`config.mk`:
```
export PLATFORM = sky130hd
export DESIGN_NAME = phase_sequencer
export DESIGN_NICKNAME = d
export VERILOG_FILES = /design/src/rtl/phase_sequencer_pkg.sv /design/src/rtl/phase_sequencer_mem_wait_timer.sv /design/src/rtl/phase_sequencer.sv
export SDC_FILE = /design/constraint.sdc
export NUM_CORES = 1
export LEC_CHECK = 0
export BUFFER_PORTS_ARGS = -buffer_cell sky130_fd_sc_hd__buf_2
export CAP_MARGIN = 10
export CORE_MARGIN = 5
export CORE_UTILIZATION = 50
export CTS_CLUSTER_DIAMETER = 60
export DETAILED_ROUTE_END_ITERATION = 6
export PLACE_DENSITY = 0.82
export SLEW_MARGIN = 20
export SYNTH_ARGS = -nofsm -noshare
export SYNTH_HDL_FRONTEND = slang
export SYNTH_SLANG_ARGS = --single-unit
```
`constraint.sdc`:
```
create_clock -name clk -period 4.5 [get_ports clk]
set_clock_uncertainty 0.2 [all_clocks]
set_input_delay 0.225 -clock clk [delete_from_list [all_inputs] [get_ports clk]]
set_output_delay 0.225 -clock clk [all_outputs]
set_load 0.03 [all_outputs]
```
`src/rtl/phase_sequencer_pkg.sv`:
```
// Shared definitions for the five-phase control sequencer.
// Phase bit indices match those used by the program counter.
package phase_sequencer_pkg;

    localparam int PH_F = 0;
    localparam int PH_R = 1;
    localparam int PH_X = 2;
    localparam int PH_M = 3;
    localparam int PH_W = 4;

    typedef enum logic [2:0] {
        S_IDLE = 3'd0,
        S_F    = 3'd1,
        S_R    = 3'd2,
        S_X    = 3'd3,
        S_M    = 3'd4,
        S_W    = 3'd5,
        S_HALT = 3'd6,
        S_ERR  = 3'd7
    } state_e;

endpackage

```
`src/rtl/phase_sequencer_mem_wait_timer.sv`:
```
// Memory-ack wait counter shared by the fetch and data-memory phases.
// Raises timeout when the limit is reached and the ack is still low.
module mem_wait_timer #(
    parameter int WAIT_MAX = 255
) (
    input  logic clk,
    input  logic rst,
    input  logic clr,
    input  logic active,
    input  logic ack,
    output logic timeout
);

    localparam int CW = (WAIT_MAX < 1) ? 1 : $clog2(WAIT_MAX + 1);

    logic [CW-1:0] cnt_q, cnt_d;

    always_comb begin
        cnt_d = cnt_q;
        if (clr) begin
            cnt_d = '0;
        end else if (active && !ack) begin
            cnt_d = cnt_q + CW'(1);
        end
    end

    // A same-cycle ack beats the limit, so ack gates the timeout.
    always_comb begin
        timeout = (WAIT_MAX != 0) && active && !ack
                  && (cnt_q == CW'(WAIT_MAX));
    end

    always_ff @(posedge clk or posedge rst) begin
        if (rst) begin
            cnt_q <= '0;
        end else begin
            cnt_q <= cnt_d;
        end
    end

endmodule

```
`src/rtl/phase_sequencer.sv`:
```
// Multi-cycle F/R/X/M/W control sequencer with memory handshakes,
// halt, run/stop, ack timeout and a retired-instruction counter.
module phase_sequencer
    import phase_sequencer_pkg::*;
#(
    parameter int WAIT_MAX = 255,
    parameter int CNT_W    = 32
) (
    input  logic             clk,
    input  logic             rst,
    input  logic             run,
    input  logic             imem_ack,
    input  logic             dmem_ack,
    input  logic             mem_op,
    input  logic             mem_we,
    input  logic             halt_req,
    output logic [4:0]       phase,
    output logic             imem_req,
    output logic             ir_we,
    output logic             dmem_req,
    output logic             dmem_we,
    output logic             halted,
    output logic             bus_err,
    output logic [CNT_W-1:0] retired
);

    state_e           state_q, state_d;
    logic [CNT_W-1:0] retired_q, retired_d;
    logic             wait_active, wait_ack, wait_clr, timeout;

    mem_wait_timer #(
        .WAIT_MAX(WAIT_MAX)
    ) u_timer (
        .clk    (clk),
        .rst    (rst),
        .clr    (wait_clr),
        .active (wait_active),
        .ack    (wait_ack),
        .timeout(timeout)
    );

    always_comb begin
        wait_active = (state_q == S_F) || ((state_q == S_M) && mem_op);
        wait_ack    = (state_q == S_F) ? imem_ack : dmem_ack;
    end

    always_comb begin
        state_d = state_q;
        unique case (state_q)
            S_IDLE: if (run) state_d = S_F;
            S_F: begin
                if (imem_ack)     state_d = S_R;
                else if (timeout) state_d = S_ERR;
            end
            S_R: state_d = S_X;
            S_X: state_d = S_M;
            S_M: begin
                if (!mem_op || dmem_ack) state_d = S_W;
                else if (timeout)        state_d = S_ERR;
            end
            S_W: begin
                if (halt_req) state_d = S_HALT;
                else if (run) state_d = S_F;
                else          state_d = S_IDLE;
            end
            S_HALT: state_d = S_HALT;
            S_ERR:  state_d = S_ERR;
        endcase
    end

    always_comb begin
        wait_clr  = ((state_d == S_F) || (state_d == S_M))
                    && (state_d != state_q);
        retired_d = retired_q;
        if (state_q == S_W) retired_d = retired_q + CNT_W'(1);
    end

    always_comb begin
        phase       = '0;
        phase[PH_F] = (state_q == S_F);
        phase[PH_R] = (state_q == S_R);
        phase[PH_X] = (state_q == S_X);
        phase[PH_M] = (state_q == S_M);
        phase[PH_W] = (state_q == S_W);
        imem_req    = (state_q == S_F);
        ir_we       = (state_q == S_F) && imem_ack;
        dmem_req    = (state_q == S_M) && mem_op;
        dmem_we     = (state_q == S_M) && mem_op && mem_we;
        halted      = (state_q == S_HALT);
        bus_err     = (state_q == S_ERR);
        retired     = retired_q;
    end

    always_ff @(posedge clk or posedge rst) begin
        if (rst) begin
            state_q   <= S_IDLE;
            retired_q <= '0;
        end else begin
            state_q   <= state_d;
            retired_q <= retired_d;
        end
    end

endmodule

```
==> results of run 1 <==
-- metal layers --
metal | vias to the layer above | track usage | wire [um]
met3 | 5 | 0.05340 | 339
met1 | 800 | 0.2102 | 1856
met4 | 0 | 0.04660 | 48
met2 | 41 | 0.2747 | 2032
li1 | 817 | - | -
met5 | - | 0 | 0
-- state kept, by name, summed over array words and instances (netlist names) --
| register | cells |
|---|---|
| state_q | 3 |
| retired | 32 |
| u_timer.cnt_q | 8 |
-- repair_timing --
item,CTS,global route
buffers inserted,0,0
hold buffers,1,0
endpoints found under the hold margin,43,0
-- worst min-delay path: stages --
cell,delay [ps]
sky130_fd_sc_hd__buf_2,110
sky130_fd_sc_hd__nor2_1,60
sky130_fd_sc_hd__a21oi_1,110
-- cell usage after synthesis --
library cell / instances / area (sq um)
sky130_fd_sc_hd__and4_1: 3 / 26.28
sky130_fd_sc_hd__nand2_1: 21 / 78.83
sky130_fd_sc_hd__o22ai_1: 2 / 12.51
sky130_fd_sc_hd__nor4_1: 2 / 12.51
sky130_fd_sc_hd__xor2_1: 9 / 78.83
sky130_fd_sc_hd__dfrtp_1: 43 / 1076
sky130_fd_sc_hd__a21o_1: 1 / 7.510
sky130_fd_sc_hd__nand2b_1: 2 / 12.51
sky130_fd_sc_hd__nand4_1: 10 / 62.56
sky130_fd_sc_hd__nor3b_1: 1 / 7.510
sky130_fd_sc_hd__a211oi_4: 1 / 20.02
sky130_fd_sc_hd__nand4b_1: 1 / 8.760
sky130_fd_sc_hd__o31ai_1: 1 / 7.510
sky130_fd_sc_hd__nor2b_1: 2 / 12.51
sky130_fd_sc_hd__o21ai_0: 2 / 10.01
sky130_fd_sc_hd__nand4bb_1: 1 / 11.26
sky130_fd_sc_hd__a211oi_1: 1 / 7.510
sky130_fd_sc_hd__nand3b_1: 1 / 7.510
sky130_fd_sc_hd__or2_2: 1 / 6.260
sky130_fd_sc_hd__and3b_1: 1 / 8.760
sky130_fd_sc_hd__nor4bb_1: 1 / 10.01
sky130_fd_sc_hd__a211o_1: 1 / 8.760
sky130_fd_sc_hd__nor2_1: 13 / 48.80
sky130_fd_sc_hd__buf_4: 1 / 7.510
sky130_fd_sc_hd__mux2i_1: 1 / 10.01
sky130_fd_sc_hd__o31ai_2: 1 / 12.51
sky130_fd_sc_hd__inv_1: 9 / 33.78
sky130_fd_sc_hd__nand3_1: 7 / 35.03
sky130_fd_sc_hd__xnor2_1: 29 / 254.0
sky130_fd_sc_hd__nor3_1: 11 / 55.05
sky130_fd_sc_hd__and2_1: 2 / 12.51
sky130_fd_sc_hd__or3b_1: 1 / 8.760
sky130_fd_sc_hd__and3_1: 6 / 37.54
sky130_fd_sc_hd__or4_1: 2 / 15.01
sky130_fd_sc_hd__a221oi_2: 1 / 15.01
sky130_fd_sc_hd__buf_6: 1 / 11.26
sky130_fd_sc_hd__clkbuf_1: 3 / 11.26
sky130_fd_sc_hd__a21oi_1: 4 / 20.02
sky130_fd_sc_hd__a221oi_1: 1 / 8.760
sky130_fd_sc_hd__or4b_4: 1 / 13.76
sky130_fd_sc_hd__ha_1: 2 / 25.02
-- report_power, final --
group,total [W],internal (W),switching (W)
Sequential,0.000450,0.000411,0.0000394
Clock,0.000310,0.000180,0.000130
Combinational,0.000158,0.0000542,0.000104
-- per-stage QoR --
stage                     setup WS, ps  hold WS [ps]  instance area [sq um]
after detailed placement          1790         181.9                   2420
after global placement            1839         178.4                   2420
after CTS                         1662         42.92                   2547
after floorplan                   1752         193.8                   2130
after global routing              1469         84.17                   2547
final                             1672         51.20                   2547
-- cells by family (layout without fill, tap and decap cells) --
kind of cell / Yosys count / count (layout) / share of synthesized area
AND/OR/NAND/NOR: 90 / 90 / 0.2309
flip-flops: 43 / 43 / 0.5053
buffers and inverters: 14 / 69 / 0.02996
AO/OA/AOI/OAI: 16 / 16 / 0.06111
adder cells (fa/ha/maj): 2 / 2 / 0.01175
multiplexers: 1 / 1 / 0.004701
XOR/XNOR: 38 / 38 / 0.1563
-- cell type report --
cell class,instances,area (sq um),share of cell area
sequential,43,1076,0.4224
clock inverter,2,35.03,0.01375
clock buffer,6,82.58,0.03242
tap,50,62.56,0.02456
multi-input combinational,147,989.7,0.3885
inverter,9,33.78,0.01326
timing repair buffer,52,267.8,0.1051
-- worst min path at each step --
stage	to	start	slack, ps	cells after the start
floorplan	state_q[2]$_DFF_PP0_	halt_req	190	2
global placement	retired[20]$_DFFE_PP0P_	rst	180	3
detailed placement	retired[23]$_DFFE_PP0P_	rst	180	3
CTS	state_q[2]$_DFF_PP0_	halt_req	40	3
global route	state_q[2]$_DFF_PP0_	halt_req	80	3
finish	state_q[2]$_DFF_PP0_	halt_req	50	3
==> metrics.log, run 1 <==
[metrics] Total Die Area: 5664 sq um
[metrics] number of buffers inserted during clock tree synthesis: 5
[metrics] Reg-to-Reg End: retired[30]$_DFFE_PP0P_
[metrics] largest driver fanout on the critical path: 13
[metrics] global-route wire length before repair: between 7 and 8 mm
[metrics] initial core utilization: 0.5248
[metrics] classification of the worst-slack hold path: in -> reg
[metrics] total standard cell area after synthesis: ~2100 sq um
[metrics] CTS sink count: 43
[metrics] Synth Net Count: between 200 and 250
[metrics] Final period util: 0.6285
[metrics] CTS clock-pin slew for the worst setup and hold paths: ~80 ps
[metrics] FF-to-FF Start: state_q[1]$_DFF_PP0_
[metrics] total of flip-flops plus latches after synthesis: 43
[metrics] synthesized instance count: just over 200
[metrics] Ports: 51
[metrics] timing-limited maximum frequency: between 0.3 and 0.4 GHz
[metrics] most frequent cells in the layout: sky130_fd_sc_hd__buf_2 (50), sky130_fd_sc_hd__dfrtp_1 (43), sky130_fd_sc_hd__xnor2_1 (29), sky130_fd_sc_hd__nand2_1 (21), sky130_fd_sc_hd__nor2_1 (13)
[metrics] input/output buffers: 50
[metrics] critical path class: reg -> out
[metrics] flop2flop setup slack: 1710 ps
[metrics] CTS root buf: sky130_fd_sc_hd__clkbuf_8
[metrics] endpoints failing hold: 0
[metrics] unique cell type count in the Yosys netlist: just over 40
[metrics] cell type group with the largest total delay on the critical path: compound AO/OA/AOI/OAI gates
[metrics] leakage power of the design: about 1.3 nW
[metrics] non-filler instance count after layout: between 300 and 400
[metrics] max-slew violation count: 0
[metrics] maximum vdd ir drop: 276.6 uV
[metrics] Worst Setup Start Kind: flop
[metrics] leading cell type in the layout, fill and taps excluded: sky130_fd_sc_hd__buf_2
[metrics] average instance area after synthesis: between 10 and 15 sq um
[metrics] Die H: ~75 um
[metrics] combined global-route utilization of all metal layers: 0.1659
[metrics] post-synthesis sequential area ratio: 0.5053
[metrics] standard cell with the maximum stage delay on the critical path: sky130_fd_sc_hd__dfrtp_1
[metrics] cells along the critical path: or3b_1 > a211o_1 > o31ai_2 > a221oi_2 > buf_2
[metrics] result of the run: completed
[metrics] standard cell core area: 4058 sq um
[metrics] CTS HTree Levels: 2
[metrics] Setup-failing EPs final: 0
[metrics] CP bufs+invs: 1
[metrics] cells resized by post-CTS repair: 0
[metrics] launch point of the worst path: state_q[0]$_DFF_PP0_
[metrics] cells on worst reg2reg path: 5
[metrics] number of nets at the end of the flow: around 270
[metrics] final critical path time including I/O delays and setup: 2828 ps
[metrics] worst max-slew margin expressed relative to the limit: 0.5179
[metrics] clock tree from TritonCTS: built
[metrics] hpwl dp: ~3.1 mm
[metrics] number of antenna repair diodes: 0
[metrics] Vias/cell: 5.382
[metrics] First DRT Iteration DRCs: 47
[metrics] DRT Pass-1 Iters: 4
[metrics] critical path endpoint: phase[2]
[metrics] setup repair after global routing missed its margin: no
[metrics] relative area change from synthesis to final layout: 19.62%
[metrics] maximum count of clock buffers along a single path: 2
[metrics] number of maximum-capacitance violations: 0
[metrics] aggregate global routing overflow: 0
[metrics] detailed-route wire length: ~4.3 mm
[metrics] count of fill cells added during filler insertion: 327
[metrics] number of placed instances, taps included: 300
[metrics] kind of capture point of the worst setup path: output port
[metrics] pwr dens: 360.5 nW/um^2
[metrics] routed wirelength normalized by instance count: between 10 and 15 um
[metrics] initial antenna violation count: 0
[metrics] data arrival at the endpoint of the critical path: between 2000 and 2500 ps
[metrics] routed via count: approximately 1.7k
[metrics] vias in the first global route: 1608
[metrics] Worst Tran Pin Value: around 720 ps
[metrics] delay of the slowest cell on the worst path: between 500 and 600 ps
[metrics] data required time at the worst endpoint: ~4100 ps
[metrics] synth warn: 0
[metrics] Crit. path cell count: 5
[metrics] num rows: 23
[metrics] weighted congestion reported at the end of routability-driven placement: 0.8414
[metrics] clock network latency to the later pin of the worst-skew pair: around 300 ps
[metrics] DRC violation count after routing: 0
[metrics] remaining number of nets flagged by the antenna check after routing: 0
[metrics] width of the chip: about 75 um
[metrics] total power draw: about 0.00092 W
[metrics] maximum number of pins on one net before global-route repair: 44
[metrics] share of cells above drive strength 1: 0.2471
[metrics] Setup TNS Final: 0 ps
[metrics] post-route core utilization: 0.6278
No activity file was read; power rests on OpenSTA's default activity.
==> run 2, diff against run 1 <==
--- a/config.mk
+++ b/config.mk
@@ -8,10 +8,10 @@
 export BUFFER_PORTS_ARGS = -buffer_cell sky130_fd_sc_hd__buf_2
 export CAP_MARGIN = 10
 export CORE_MARGIN = 5
-export CORE_UTILIZATION = 50
+export CORE_UTILIZATION = 48
 export CTS_CLUSTER_DIAMETER = 60
 export DETAILED_ROUTE_END_ITERATION = 6
-export PLACE_DENSITY = 0.82
+export PLACE_DENSITY = 0.83
 export SLEW_MARGIN = 20
 export SYNTH_ARGS = -nofsm -noshare
 export SYNTH_HDL_FRONTEND = slang
==> constraint.sdc (replaced) <==
create_clock -name clk -period 2.4 [get_ports clk]
set_clock_uncertainty 0.2 [all_clocks]
set_input_delay 0.12 -clock clk [delete_from_list [all_inputs] [get_ports clk]]
set_output_delay 0.12 -clock clk [all_outputs]
set_load 0.03 [all_outputs]
==> run 2 against run 1 <==
Against the previous run: hold slack improved by 88 ps; sequential power increased by 83%; sequential cell count unchanged; critical path depth increased by 1; register-to-register slack got worse by 1600 ps; largest power group unchanged; clock power increased by 44%; critical path type is now reg -> reg; sequential share of layout area decreased by 2.2 points; wire length increased by 1.5%; setup slack got worse by 1600 ps.
==> metrics.log, run 2 (synthesis gave the netlist of run 1 again) <==
[metrics] weighted congestion reported at the end of routability-driven placement: 0.8398 (was 0.8414)
[metrics] largest driver fanout on the critical path: 8 (was 13)
[metrics] number of buffers inserted during clock tree synthesis: 5 (unchanged)
[metrics] data required time at the worst endpoint: 2380 ps (was 4070 ps)
[metrics] vias in the first global route: 1760 (was 1608)
[metrics] final std cell area, no fill: 2686 sq um (was 2547 sq um)
[metrics] number of maximum-capacitance violations: 0 (unchanged)
[metrics] critical path class: reg -> reg (was reg -> out)
[metrics] result of the run: completed (unchanged)
[metrics] worst hold path depth: 5 (was 3)
[metrics] leading cell type in the layout, fill and taps excluded: sky130_fd_sc_hd__buf_2 (unchanged)
[metrics] Die H: 76.61 um (was 75.26 um)
[metrics] clock network latency to the later pin of the worst-skew pair: 290 ps (was 300 ps)
[metrics] capture endpoint of the worst hold path: state_q[0]$_DFF_PP0_ (was state_q[2]$_DFF_PP0_)
[metrics] DRC violation count after routing: 0 (unchanged)
[metrics] routed wirelength normalized by instance count: 13.36 um (was 13.84 um)
[metrics] aggregate global routing overflow: 0 (unchanged)
[metrics] Internal Pwr Total: 0.001099 W (was 0.0006444 W)
[metrics] maximum vdd ir drop: 411.8 uV (was 276.6 uV)
[metrics] setup repair after global routing missed its margin: yes (was no)
[metrics] standard cell with the maximum stage delay on the critical path: sky130_fd_sc_hd__or4b_4 (was sky130_fd_sc_hd__dfrtp_1)
[metrics] number of nets at the end of the flow: 282 (was 268)
[metrics] FF-to-FF Start: state_q[2]$_DFF_PP0_ (was state_q[1]$_DFF_PP0_)
[metrics] CTS clock-pin slew for the worst setup and hold paths: 80 ps (about the same)
[metrics] Post-Place Worst Slack: 75.01 ps (was 1790 ps)
[metrics] Reg-to-Reg End: u_timer.cnt_q[7]$_DFFE_PP0P_ (was retired[30]$_DFFE_PP0P_)
[metrics] maximum count of clock buffers along a single path: 2 (unchanged)
[metrics] pwr dens: 602.7 nW/um^2 (was 360.5 nW/um^2)
[metrics] sequential power share: 0.509 (was 0.490)
[metrics] cells along the critical path: or3b_4 > a211o_1 > or4b_4 > a211oi_4 > buf_6 > nor3_1 (was or3b_1 > a211o_1 > o31ai_2 > a221oi_2 > buf_2)
[metrics] flip-flop count of the largest register after layout: 32 (unchanged)
[metrics] CP bufs+invs: 1 (unchanged)
[metrics] relative area change from synthesis to final layout: 26.15% (was 19.62%)
[metrics] detailed-route wire length: 4.341 mm (was 4.277 mm)
[metrics] timing-limited maximum frequency: 0.4280 GHz
[metrics] share of total power in combinational logic: 0.216 (was 0.173)
[metrics] initial antenna violation count: 0 (unchanged)
[metrics] Worst Tran Pin Value: 523.5 ps (was 716.6 ps)
[metrics] standard cell core area: 4324 sq um (was 4058 sq um)
[metrics] number of antenna repair diodes: 0 (unchanged)
[metrics] CTS HTree Levels: 2 (unchanged)
[metrics] endpoints failing hold: 0 (unchanged)
[metrics] source of the worst hold timing path: run (was halt_req)
[metrics] leakage power of the design: 1.332 nW (was 1.261 nW)
[metrics] switching power total: 0.0005203 W (was 0.0002741 W)
[metrics] final critical path time including I/O delays and setup: 2336 ps
[metrics] clock tree from TritonCTS: built (unchanged)
[metrics] delay of the slowest cell on the worst path: 510 ps (was 540 ps)
[metrics] hpwl dp: 3.264 mm (was 3.117 mm)
[metrics] remaining number of nets flagged by the antenna check after routing: 0 (unchanged)
[metrics] DRT Pass-1 Iters: 4 (unchanged)
[metrics] Vias/cell: 5.175 (was 5.382)
[metrics] Total Die Area: 5868 sq um (was 5664 sq um)
[metrics] kind of capture point of the worst setup path: flop (was output port)
[metrics] CTS sink count: 43 (unchanged)
[metrics] classification of the worst-slack hold path: in -> reg (unchanged)
[metrics] First DRT Iteration DRCs: 97 (was 47)
[metrics] maximum number of pins on one net before global-route repair: 44 (unchanged)
[metrics] combined global-route utilization of all metal layers: 0.1615 (was 0.1659)
[metrics] most frequent cells in the layout: sky130_fd_sc_hd__buf_2 (50), sky130_fd_sc_hd__dfrtp_1 (43), sky130_fd_sc_hd__xnor2_1 (29), sky130_fd_sc_hd__nand2_1 (21) (was sky130_fd_sc_hd__buf_2 (50), sky130_fd_sc_hd__dfrtp_1 (43), sky130_fd_sc_hd__xnor2_1 (29), sky130_fd_sc_hd__nand2_1 (21), sky130_fd_sc_hd__nor2_1 (13))
[metrics] initial core utilization: 0.4925 (was 0.5248)
[metrics] global-route wire length before repair: 7.921 mm (was 7.189 mm)
[metrics] Worst Setup Start Kind: flop (unchanged)
[metrics] cell type group with the largest total delay on the critical path: simple AND/OR/NAND/NOR gates (was compound AO/OA/AOI/OAI gates)
[metrics] CTS root buf: sky130_fd_sc_hd__clkbuf_8 (unchanged)
[metrics] num rows: 24 (was 23)
[metrics] worst-case setup margin in the final layout: 63.61 ps (was 1672 ps)
[metrics] input/output buffers: 50 (unchanged)
[metrics] width of the chip: 76.61 um (was 75.26 um)
[metrics] post-route core utilization: 0.6212 (was 0.6278)
[metrics] Ports: 51 (unchanged)
[metrics] switching share of total power: 0.3213 (was 0.2984)
[metrics] data arrival at the endpoint of the critical path: 2320 ps (was 2400 ps)
[metrics] Setup-failing EPs final: 0 (unchanged)
[metrics] flop2flop setup slack: 60 ps (was 1710 ps)
[metrics] Final period util: 0.9735
[metrics] share of cells above drive strength 1: 0.3114 (was 0.2471)
[metrics] portion of total power attributed to the clock network: 0.275 (was 0.338)
[metrics] cells on worst reg2reg path: 6 (was 5)
[metrics] total power draw: 0.001619 W (was 0.0009184 W)
[metrics] max-slew violation count: 0 (unchanged)
[metrics] worst max-slew margin expressed relative to the limit: 0.6510 (was 0.5179)
[metrics] cell area after placement: 2534 sq um (was 2420 sq um)
[metrics] routed via count: 1682 (was 1663)
run 2: cell type report:
cell class | instances | area (sq um)
Clock buffer | 5 | 68.82
Multi-Input combinational cell | 147 | 1049
Inverter | 9 | 33.78
Fill cell | 370 | 1638
Tap cell | 52 | 65.06
Timing Repair Buffer | 66 | 379.1
Clock inverter | 3 | 15.01
Sequential cell | 43 | 1076
run 2: worst max path at each step:
stage	from	end	slack, ps	cells past startpoint
2_1_floorplan	state_q[2]$_DFF_PP0_	u_timer.cnt_q[0]$_DFFE_PP0P_	-110	6
3_3_place_gp	state_q[2]$_DFF_PP0_	u_timer.cnt_q[3]$_DFFE_PP0P_	120	6
3_5_place_dp	state_q[2]$_DFF_PP0_	u_timer.cnt_q[4]$_DFFE_PP0P_	80	6
4_1_cts	state_q[2]$_DFF_PP0_	phase[2]	50	6
5_1_grt	state_q[2]$_DFF_PP0_	u_timer.cnt_q[7]$_DFFE_PP0P_	-10	6
6_report	state_q[2]$_DFF_PP0_	u_timer.cnt_q[7]$_DFFE_PP0P_	60	6
run 2: per-layer routing:
| layer | vias to the layer above | GRT usage | part of all wire |
|---|---|---|---|
| met4 | 0 | 0.05070 | 0.013 |
| met1 | 796 | 0.2027 | 0.45 |
| li1 | 843 | - | - |
| met2 | 36 | 0.2646 | 0.48 |
| met3 | 7 | 0.05083 | 0.050 |
| met5 | - | 0 | 0 |
run 2: timing repair:
item                       in CTS  in global routing
gates resized for setup         0                  7
setup endpoints to repair       0                 12
hold buffers                    2                  0
hold endpoints to repair       44                  0
buffers inserted                0                  0
run 2: power by group through the flow:
| stage | Combinational [W] | Clock [W] | Sequential, W |
|---|---|---|---|
| floorplan | 0.000186 | 0 | 0.000880 |
| detailed placement | 0.000341 | 0 | 0.000838 |
| global placement | 0.000329 | 0 | 0.000835 |
| finish | 0.000350 | 0.000445 | 0.000825 |
| global route | 0.000387 | 0.000489 | 0.000834 |
| CTS | 0.000344 | 0.000462 | 0.000824 |
run 2: worst register-to-register path, delay by kind of cell (launching register included):
kind                   cells  cell delay [ps]
buffers and inverters      1              160
AOI/OAI and AO/OA          2              510
and+or+nand+nor            3              970
DFF                        1              380
run 2: through the flow:
stage	setup TNS, ps	std cells	hold slack, ps
5_1_grt	-38.31	325	197.6
4_1_cts	0	325	133.3
6_report	0	325	139.2
3_3_place_gp	0	315	79.80
3_5_place_dp	0	315	84.78
2_1_floorplan	-886.0	204	88.81
